## config.mk

```make
export PLATFORM = sky130hd
export DESIGN_NAME = regfile_operand_fetch
export DESIGN_NICKNAME = d
export VERILOG_FILES = /design/src/rtl/regfile_pkg.sv /design/src/rtl/reg_scoreboard.sv /design/src/rtl/regfile_operand_fetch.sv
export SDC_FILE = /design/constraint.sdc
export NUM_CORES = 1
export LEC_CHECK = 0
export CAP_MARGIN = 40
export CORE_MARGIN = 2
export CORE_UTILIZATION = 44
export CTS_BUF_LIST = sky130_fd_sc_hd__clkbuf_4
export DETAILED_ROUTE_END_ITERATION = 8
export GPL_ROUTABILITY_DRIVEN = 0
export HOLD_SLACK_MARGIN = 0.06
export PLACE_DENSITY_LB_ADDON = 0.15
export SYNTH_ARGS = -nofsm -noshare
export SYNTH_HDL_FRONTEND = slang
export SYNTH_SLANG_ARGS = --single-unit
```

## constraint.sdc

```tcl
create_clock -name clk -period 3.6 [get_ports clk]
set_input_delay 0.72 -clock clk [delete_from_list [all_inputs] [get_ports clk]]
set_output_delay 0.72 -clock clk [all_outputs]
set_load 0.1 [all_outputs]
```

## src/rtl/regfile_pkg.sv

```systemverilog
// Shared sizes and index type for the register-file operand fetch stage.
package regfile_pkg;
   localparam int DATA_W   = 32;
   localparam int ADDR_W   = 5;
   localparam int NUM_REGS = 32;

   typedef logic [ADDR_W-1:0] reg_idx_t;
endpackage

```

## src/rtl/reg_scoreboard.sv

```systemverilog
// Pending-destination scoreboard: one bit per register, with lookups that
// see a same-cycle write-back clear so the issue stage need not wait a cycle.
module reg_scoreboard
   import regfile_pkg::*;
#(
   parameter int ADDR_W      = regfile_pkg::ADDR_W,
   parameter bit HARDWIRE_R0 = 1'b0
) (
   input  logic                clk,
   input  logic                rst_n,
   input  logic                set_en,
   input  logic [ADDR_W-1:0]   set_idx,
   input  logic                clr_en,
   input  logic [ADDR_W-1:0]   clr_idx,
   input  logic [ADDR_W-1:0]   look_rs1,
   input  logic [ADDR_W-1:0]   look_rs2,
   input  logic [ADDR_W-1:0]   look_rd,
   output logic                hit_rs1,
   output logic                hit_rs2,
   output logic                hit_rd,
   output logic                clr_miss,
   output logic [NUM_REGS-1:0] pending
);

   logic [NUM_REGS-1:0] pending_nxt;

   always_comb begin
      hit_rs1  = pending[look_rs1] && !(clr_en && clr_idx == look_rs1);
      hit_rs2  = pending[look_rs2] && !(clr_en && clr_idx == look_rs2);
      hit_rd   = pending[look_rd]  && !(clr_en && clr_idx == look_rd);
      clr_miss = clr_en && !pending[clr_idx];
   end

   // Clear first, then set, so a new owner of the same index stays pending.
   always_comb begin
      pending_nxt = pending;
      if (clr_en)
         pending_nxt[clr_idx] = 1'b0;
      if (set_en && !(HARDWIRE_R0 && set_idx == '0))
         pending_nxt[set_idx] = 1'b1;
   end

   always_ff @(posedge clk) begin
      if (!rst_n)
         pending <= '0;
      else
         pending <= pending_nxt;
   end

endmodule

```

## src/rtl/regfile_operand_fetch.sv

```systemverilog
// Operand fetch between decode and execute: drives the register-file ports,
// stalls on RAW/WAW hazards and registers the bypassed operand pair.
module regfile_operand_fetch
   import regfile_pkg::*;
#(
   parameter int DATA_W      = regfile_pkg::DATA_W,
   parameter int ADDR_W      = regfile_pkg::ADDR_W,
   parameter bit HARDWIRE_R0 = 1'b0
) (
   input  logic                clk,
   input  logic                rst_n,
   input  logic                issue_valid,
   output logic                issue_ready,
   input  logic [ADDR_W-1:0]   issue_rs1,
   input  logic [ADDR_W-1:0]   issue_rs2,
   input  logic                issue_use_rs1,
   input  logic                issue_use_rs2,
   input  logic                issue_wr_en,
   input  logic [ADDR_W-1:0]   issue_rd,
   input  logic                wb_valid,
   input  logic [ADDR_W-1:0]   wb_rd,
   input  logic [DATA_W-1:0]   wb_data,
   output logic [ADDR_W-1:0]   rf_rs1,
   output logic [ADDR_W-1:0]   rf_rs2,
   output logic                rf_rf,
   input  logic [DATA_W-1:0]   rf_rd1,
   input  logic [DATA_W-1:0]   rf_rd2,
   output logic [ADDR_W-1:0]   rf_ws,
   output logic [DATA_W-1:0]   rf_wd,
   output logic                rf_wf,
   output logic                op_valid,
   input  logic                op_ready,
   output logic [DATA_W-1:0]   op_a,
   output logic [DATA_W-1:0]   op_b,
   output logic [ADDR_W-1:0]   op_rd,
   output logic                op_wr_en,
   output logic [NUM_REGS-1:0] pending,
   output logic                sb_err
);

   logic              hit_rs1;
   logic              hit_rs2;
   logic              hit_rd;
   logic              clr_miss;
   logic              raw1;
   logic              raw2;
   logic              waw;
   logic              accept;
   logic [DATA_W-1:0] src_a;
   logic [DATA_W-1:0] src_b;

   reg_scoreboard #(
      .ADDR_W      (ADDR_W),
      .HARDWIRE_R0 (HARDWIRE_R0)
   ) u_sb (
      .clk      (clk),
      .rst_n    (rst_n),
      .set_en   (accept && issue_wr_en),
      .set_idx  (issue_rd),
      .clr_en   (wb_valid),
      .clr_idx  (wb_rd),
      .look_rs1 (issue_rs1),
      .look_rs2 (issue_rs2),
      .look_rd  (issue_rd),
      .hit_rs1  (hit_rs1),
      .hit_rs2  (hit_rs2),
      .hit_rd   (hit_rd),
      .clr_miss (clr_miss),
      .pending  (pending)
   );

   always_comb begin
      rf_rs1 = issue_rs1;
      rf_rs2 = issue_rs2;
      rf_rf  = rst_n && issue_valid;
      rf_ws  = wb_rd;
      rf_wd  = wb_data;
      rf_wf  = rst_n && wb_valid && !(HARDWIRE_R0 && wb_rd == '0);
   end

   always_comb begin
      raw1        = issue_use_rs1 && hit_rs1;
      raw2        = issue_use_rs2 && hit_rs2;
      waw         = issue_wr_en && hit_rd;
      issue_ready = rst_n && !raw1 && !raw2 && !waw && (!op_valid || op_ready);
      accept      = issue_valid && issue_ready;
   end

   // Bypass unconditionally on a matching write-back: the register file may
   // or may not already show the new value depending on its write timing.
   always_comb begin
      if (HARDWIRE_R0 && issue_rs1 == '0)
         src_a = '0;
      else if (wb_valid && wb_rd == issue_rs1)
         src_a = wb_data;
      else
         src_a = rf_rd1;

      if (HARDWIRE_R0 && issue_rs2 == '0)
         src_b = '0;
      else if (wb_valid && wb_rd == issue_rs2)
         src_b = wb_data;
      else
         src_b = rf_rd2;
   end

   always_ff @(posedge clk) begin
      if (!rst_n) begin
         op_valid <= 1'b0;
         op_a     <= '0;
         op_b     <= '0;
         op_rd    <= '0;
         op_wr_en <= 1'b0;
      end else if (accept) begin
         op_valid <= 1'b1;
         op_a     <= src_a;
         op_b     <= src_b;
         op_rd    <= issue_rd;
         op_wr_en <= issue_wr_en;
      end else if (op_ready) begin
         op_valid <= 1'b0;
      end
   end

   always_ff @(posedge clk) begin
      if (!rst_n)
         sb_err <= 1'b0;
      else if (clr_miss)
         sb_err <= 1'b1;
   end

endmodule

```

==> results by group, run 1 <==
Outcome
  • Status: complete, no violations

CTS
  • # H-tree levels: 3
  • CTS Sinks: 104
  • Worst skew pair latency: 0.48 ns
  • Hold-fix buffers at CTS: 0
  • CTS tree: built
  • Clock root buffer: clkbuf_4
  • Register clock-pin slew on the reported worst setup and hold paths: 0.16 ns
  • Max Root-Sink Buffers: 2
  • Total CTS buffers: 9

Yosys
  • Largest area contributor in the netlist: dfxtp_1
  • Part of the Yosys area used for sequential elements: 32.8%
  • Synth top area cells: dfxtp_1 (33%), mux2i_1 (25%), mux4_2 (7.1%)
  • Synth Area per Inst: 9.70 µm²
  • Synthesized flop and latch total: 104
  • Ys async rst share: 0%
  • Synthesized area: 0.00634 mm²
  • Syn_nets: 778
  • Simple-Gate Fraction of Synth Area: 10.7%
  • Post-synthesis adder-cell area fraction: 0%
  • Yosys synthesis warning count: 0
  • Mux cell area share after synthesis: 32.9%
  • Synth Flop Type: dfxtp_1
  • Number of synthesized flops with an enable pin: 0
  • Synth cell types: 43
  • Compound-cell area share of the yosys netlist: 10.6%
  • Post-Synthesis Cells: 654
  • Combinational family with the most area after synthesis: multiplexers
  • Synth top area share: 32.8%
  • Xor and xnor area share after synthesis: 2.07%

Route
  • Router iterations before antenna repair: 5
  • DR iter-0 viols: 603
  • DRT antenna net count: 0
  • DR vias: 6705
  • Total Wirelength: 24300 µm
  • Routed len/inst: 21.0 µm
  • DR DRC count: 0
  • Avg Vias per Cell: 5.79

Floorplanning
  • Initial Util: 45.3%
  • Core Area: 0.0140 mm²
  • DIE AREA: 0.0154 mm²
  • Site Rows: 43
  • Die height: 124 µm
  • Io pins: 278
  • Die width: 124 µm

Critical path
  • Arrival @ worst endpoint: 2.82 ns
  • Slowest-stage cell, CP: clkdlybuf4s50_1
  • CP cell instances: clkdlybuf4s50_1, buf_12, mux2_2, o21ai_0, o221ai_1, o21ai_2, o311ai_4, nor3b_4, buf_12
  • Critical setup path kind: input pin to output pin
  • WP data required: 2.88 ns
  • CP Capture Type: output pin
  • Crit path buffers/inverters: 3
  • Critical path's largest stage delay: 0.51 ns
  • R2R cell count: 8
  • Critical Path Source Type: input pin
  • Most used cell, CP: buf_12
  • WP depth: 9
  • CP Max Fanout: 11
  • Cell family with most CP delay: buffers and inverters

Placed design
  • Placed cells: 1138
  • Port Buffers: 277
  • Hpwl dp: 18500 µm

Global routing
  • Vias in the first global route: 6859
  • Global route overflow: 0
  • Tot GR Track Use: 31.0%
  • Largest net degree at the start of global routing: 66
  • First-pass GRT wire length: 36300 µm
  • Initial antenna violation count: 1

STA
  • Final hold violation count: 0
  • Final Critical Period: 3.54 ns
  • Worst-Margin Slew: 0.696 ns
  • Worst Clk Skew: 0.0271 ns
  • Final cycle utilization of the critical path: 98.3%
  • WHS: 0.474 ns
  • Slew Viols, Final: 0
  • Final setup vio count: 0
  • Highest Clock Rate: 0.282 GHz
  • Setup TNS: 0 ns
  • Relative slew slack: 53.6%
  • RSZ-0062 raised after global routing: no

Final layout
  • Layout cells sized above 1: 25.5%
  • NumNets Final: 1097
  • Final Instance Count excl. Fillers: 1158
  • Area grow syn2layout: 74.3%

Min path
  • Hold Path Class: flop to flop
  • Worst hold path depth: 2

Run
  • Max-cap viol count: 0

Power
  • Pwr per Cell Area: 327 mW/mm²
  • Leakage: 4.90 nW
  • Peak VDD IR: 0.243 mV
routing by layer:
metal	GRT usage (%)	up-vias	wire, µm	part of all wire, %
met1	36.8	3169	8900	37
li1	-	2982	-	-
met3	7.14	83	2320	9.5
met4	13.1	0	789	3.2
met2	53.5	471	12300	51
met5	0	-	0	0
placed cells by master, fill, tap and decap left out, drive strengths merged, types with 2 or more instances in the layout:
cell	n
mux4	20
clkbuf	11
or4	2
nand3	18
o22ai	2
nor3	7
xnor2	3
clkdlybuf4s50	203
dfxtp	104
o211ai	32
a31oi	2
or3	6
nand2	85
or2	2
nor4	3
o21a	2
nand2b	6
dlygate4sd2	4
nand3b	3
o31ai	32
nor2	4
o221ai	4
clkinv	3
dlymetal6s2s	4
a311oi	3
o21ai	5
xor2	12
o32ai	3
nor2b	3
buf	197
inv	13
and3	2
nand4	3
mux2	2
mux2i	161
registers in the layout, summed over array words and instances (netlist names):
name / flops
op_wr_en: 1
op_rd: 5
sb_err: 1
op_valid: 1
op_a: 32
u_sb.pending: 32
op_b: 32
area by class of cell:
cell class | count | area [µm²]
Antenna cell | 1 | 2.50
Clock buffer | 11 | 82.6
Clock inverter | 4 | 46.3
Fill cell | 845 | 2930
Inverter | 13 | 48.8
Multi-Input combinational cell | 435 | 3640
Sequential cell | 104 | 2080
Tap cell | 180 | 225
Timing Repair Buffer | 410 | 4930
worst paths after layout:
| check | endpoint | slack, ns | from |
|---|---|---|---|
| hold / removal | op_a[2]$_SDFFE_PN0P_ | 0.47 | op_a[2]$_SDFFE_PN0P_ |
| setup / recovery | issue_ready | 0.06 | issue_rs2[3] |
| hold reg to reg | op_a[2]$_SDFFE_PN0P_ | 0.47 | op_a[2]$_SDFFE_PN0P_ |
| setup reg to reg | u_sb.pending[9]$_SDFF_PN0_ | 0.84 | u_sb.pending[10]$_SDFF_PN0_ |
worst register-to-register path: stages (launching register included):
cell	delay, ns
dfxtp_1	0.44
mux2i_1	0.19
nor3_1	0.06
or4_1	0.55
o221ai_2	0.24
o311ai_4	0.18
or3_4	0.46
buf_12	0.20
o31ai_1	0.34
cell usage after synthesis (all sizes together), types with 4 or more instances:
cell,n
nand2b,6
mux4,20
dfxtp,104
or3,6
xor2,12
nor2,4
nor3,7
o221ai,4
o31ai,32
mux2i,161
buf,69
o211ai,32
inv,13
nand2,85
clkbuf,33
nand3,18
o21ai,5
what timing repair did:
item / 4_1_cts / 5_1_grt
endpoints found under the setup margin: 1 / 1
buffers inserted: 2 / 0
cloned: 1 / 1
pin swaps: 5 / 5
resized for setup: 16 / 6
metrics by stage:
step / instance area, µm² / utilization (%) / total power [mW] / worst slack, ns
after global routing: 11100 / 79.0 / 3.74 / 0.00505
final: 11100 / 79.0 / 3.62 / 0.0598
after CTS: 11000 / 78.9 / 3.63 / 0.00438
after floorplan: 6350 / - / 2.29 / 0.0801
after detailed placement: 10800 / 77.3 / 3.02 / -0.259
after global placement: 8980 / 64.2 / 2.67 / -0.218
power by group:
part / switching (mW) / internal (mW) / leakage (nW)
Combinational: 1.07 / 0.680 / 3.97
Sequential: 0.0407 / 1.22 / 0.851
Clock: 0.384 / 0.221 / 0.0720
logic make-up (layout without fill, tap and decap cells):
logic type / count (synthesis) / in the layout
AO/OA/AOI/OAI: 90 / 90
XOR/XNOR: 15 / 15
buffers and inverters: 115 / 438
flip-flops: 104 / 104
multiplexers: 183 / 183
other: 0 / 1
AND/OR/NAND/NOR: 147 / 147
Note: power is estimated with default switching activity, not from simulation.
==> inputs of run 2 (changes only) <==
CORE_UTILIZATION = 40   (was 44)
clock period = 3.1 ns   (was 3.6 ns; I/O delays follow)
==> run 2 against run 1 <==
- the run now ends with setup timing left
- sequential share of layout area is 3.4 points higher
- non-clock buffer count is 46 lower
- combinational power is 5% lower
- setup slack worse by 0.064 ns
- largest cell class is now multi-input gates
- highest routed layer unchanged
- wire length is 4.6% lower
==> results by group, run 2 (same netlist as run 1, synthesis figures left out) <==
CTS
  • Register clock-pin slew on the reported worst setup and hold paths: 0.15 ns (about the same)
  • Max Root-Sink Buffers: 2 (unchanged)
  • Clock root buffer: clkbuf_4
  • CTS tree: built
  • Worst skew pair latency: 0.48 ns (about the same)
  • Total CTS buffers: 9 (unchanged)
  • # H-tree levels: 3 (unchanged)
  • CTS Sinks: 104 (unchanged)

STA
  • Final cycle utilization of the critical path: 100%
  • Final worst setup slack: -0.00397 ns (-0.0638 ns)
  • Relative slew slack: 60.6% (+7.0 points)
  • Highest Clock Rate: 0.322 GHz
  • RSZ-0062 raised after global routing: yes
  • Setup TNS: -0.00397 ns (-0.00397 ns)
  • Final hold violation count: 0 (unchanged)
  • Final Critical Period: 3.10 ns
  • Final setup vio count: 1 (+1)
  • Worst-Margin Slew: 0.591 ns (-0.105 ns)
  • Slew Viols, Final: 0 (unchanged)
  • Worst Clk Skew: 0.0206 ns (-0.00654 ns)

Critical path
  • CP Max Fanout: 8 (-3)
  • WP data required: 2.48 ns (-0.40 ns)
  • Critical Path Source Type: input pin
  • Arrival @ worst endpoint: 2.48 ns (-0.34 ns)
  • Crit path buffers/inverters: 4 (+1)
  • Critical path's largest stage delay: 0.31 ns (-0.20 ns)
  • Slowest-stage cell, CP: mux4_2
  • Cell family with most CP delay: buffers and inverters
  • CP Capture Type: output pin
  • CP cell instances: dlygate4sd2_1, buf_6, mux4_2, mux2i_1, o221ai_1, o21ai_1, buf_4, o311ai_4, nor3b_4, buf_12
  • Critical setup path kind: input pin to output pin

Route
  • DR vias: 6363 (-5.1%)
  • Router iterations before antenna repair: 5 (unchanged)
  • DRT antenna net count: 0 (unchanged)
  • Routed len/inst: 20.2 µm (-3.9%)
  • DR iter-0 viols: 612 (+1.5%)
  • Avg Vias per Cell: 5.53 (-4.4%)
  • Total Wirelength: 23200 µm (-4.6%)
  • DR DRC count: 0 (unchanged)

Final layout
  • Largest regs: op_a x32, op_b x32, u_sb.pending x32
  • Final Core Density: 60.7% (-18 points)
  • Layout cells sized above 1: 33.4% (+7.9 points)
  • Leading cell type in the layout, fill and taps excluded: buf_4
  • Most frequent cells in the layout: buf_4 (214), mux2i_1 (161), clkdlybuf4s50_1 (106)
  • NumNets Final: 1051 (-4.2%)
  • Area grow syn2layout: 50.3%

Power
  • Leakage: 4.49 nW (-8.3%)
  • Pwr per Cell Area: 401 mW/mm² (+22%)
  • Peak VDD IR: 0.316 mV (+30%)

Global routing
  • Vias in the first global route: 6259 (-8.7%)
  • Tot GR Track Use: 26.6% (-4.4 points)
  • Global route overflow: 0 (unchanged)
  • Largest net degree at the start of global routing: 46 (-30%)
  • First-pass GRT wire length: 34300 µm (-5.7%)
  • Initial antenna violation count: 1 (unchanged)

Floorplanning
  • Die height: 130 µm (+4.7%)
  • Site Rows: 46 (+7.0%)
  • Io pins: 278 (unchanged)
  • DIE AREA: 0.0169 mm² (+9.7%)
  • Initial Util: 40.4% (-5.0 points)
  • Die width: 130 µm (+4.7%)
  • Core Area: 0.0157 mm² (+12%)

Min path
  • Hold Path Class: flop to flop

Outcome
  • Status: finished, violations left
  • Failing checks: setup timing

Run
  • Max-cap viol count: 0 (unchanged)

Placed design
  • Port Buffers: 277 (unchanged)
  • Hpwl dp: 17800 µm (-4.0%)
## run 2: cell count changes in the layout (fill, tap and decap cells not counted), moves of 7 or more
cell | previous run | this run
dfxtp_4 | 0 | 7
buf_8 | 51 | 0
dlygate4sd2_1 | 4 | 12
buf_4 | 94 | 214
buf_12 | 10 | 21
clkdlybuf4s50_1 | 203 | 106
buf_16 | 39 | 0
dfxtp_1 | 104 | 90
dfxtp_2 | 0 | 7
## run 2: stage by stage
stage | instances | hold slack (ns) | total power, mW | cell area, µm² | worst slack [ns]
floorplan | 654 | 0.751 | 2.66 | 6410 | -0.172
global placement | 1119 | 0.447 | 3.13 | 9230 | -0.492
detailed placement | 1119 | 0.452 | 3.14 | 9230 | -0.510
CTS | 1143 | 0.472 | 3.85 | 9470 | 0.00336
global route | 1150 | 0.487 | 3.96 | 9530 | -0.0996
finish | 1150 | 0.470 | 3.82 | 9530 | -0.00397
## run 2: final timing paths
path / depth (start not counted) / to / slack [ns] / start
max: 10 / issue_ready / -0.004 / issue_rs2[3]
min: 2 / op_a[21]$_SDFFE_PN0P_ / 0.47 / op_a[21]$_SDFFE_PN0P_
min reg2reg: 2 / op_a[21]$_SDFFE_PN0P_ / 0.47 / op_a[21]$_SDFFE_PN0P_
max reg2reg: 9 / u_sb.pending[5]$_SDFF_PN0_ / 0.37 / u_sb.pending[26]$_SDFF_PN0_
## run 2: power by group
part	switching (mW)	internal, mW
clock	0.459	0.238
combinational	1.17	0.497
sequential	0.0458	1.41
total	1.67	2.15
## run 2: area by class of cell
type / count / area (µm²)
diodes: 2 / 5.00
clock buffers: 9 / 67.6
clock inverters: 7 / 62.6
fillers: 1383 / 6180
inverters: 13 / 51.3
multi-input cells: 435 / 3640
flip-flops and latches: 104 / 2120
well taps: 216 / 270
repair buffers: 364 / 3320
## run 2: per-layer routing
metal / vias to the layer above / global-route usage (%) / routed length (µm)
li1: 2901 / - / -
met4: 0 / 13.8 / 911
met1: 2998 / 31.4 / 8890
met3: 64 / 7.75 / 2310
met2: 400 / 44.0 / 11100
met5: - / 0 / 0
## run 2: timing repair
action / in CTS / in global routing
buffers inserted: 7 / 5
resized for setup: 45 / 11
pin swaps: 12 / 2
endpoints found under the setup margin: 2 / 1
hold buffers: 0 / 0
gates cloned: 1 / 0
## run 2: worst register-to-register path: stages, from the launching register on
cell	delay, ns
dfxtp_4	0.42
mux2i_1	0.18
nor3_1	0.07
or4_1	0.50
o221ai_2	0.19
o311ai_4	0.15
buf_4	0.17
or3_4	0.47
buf_4	0.22
o31ai_1	0.27
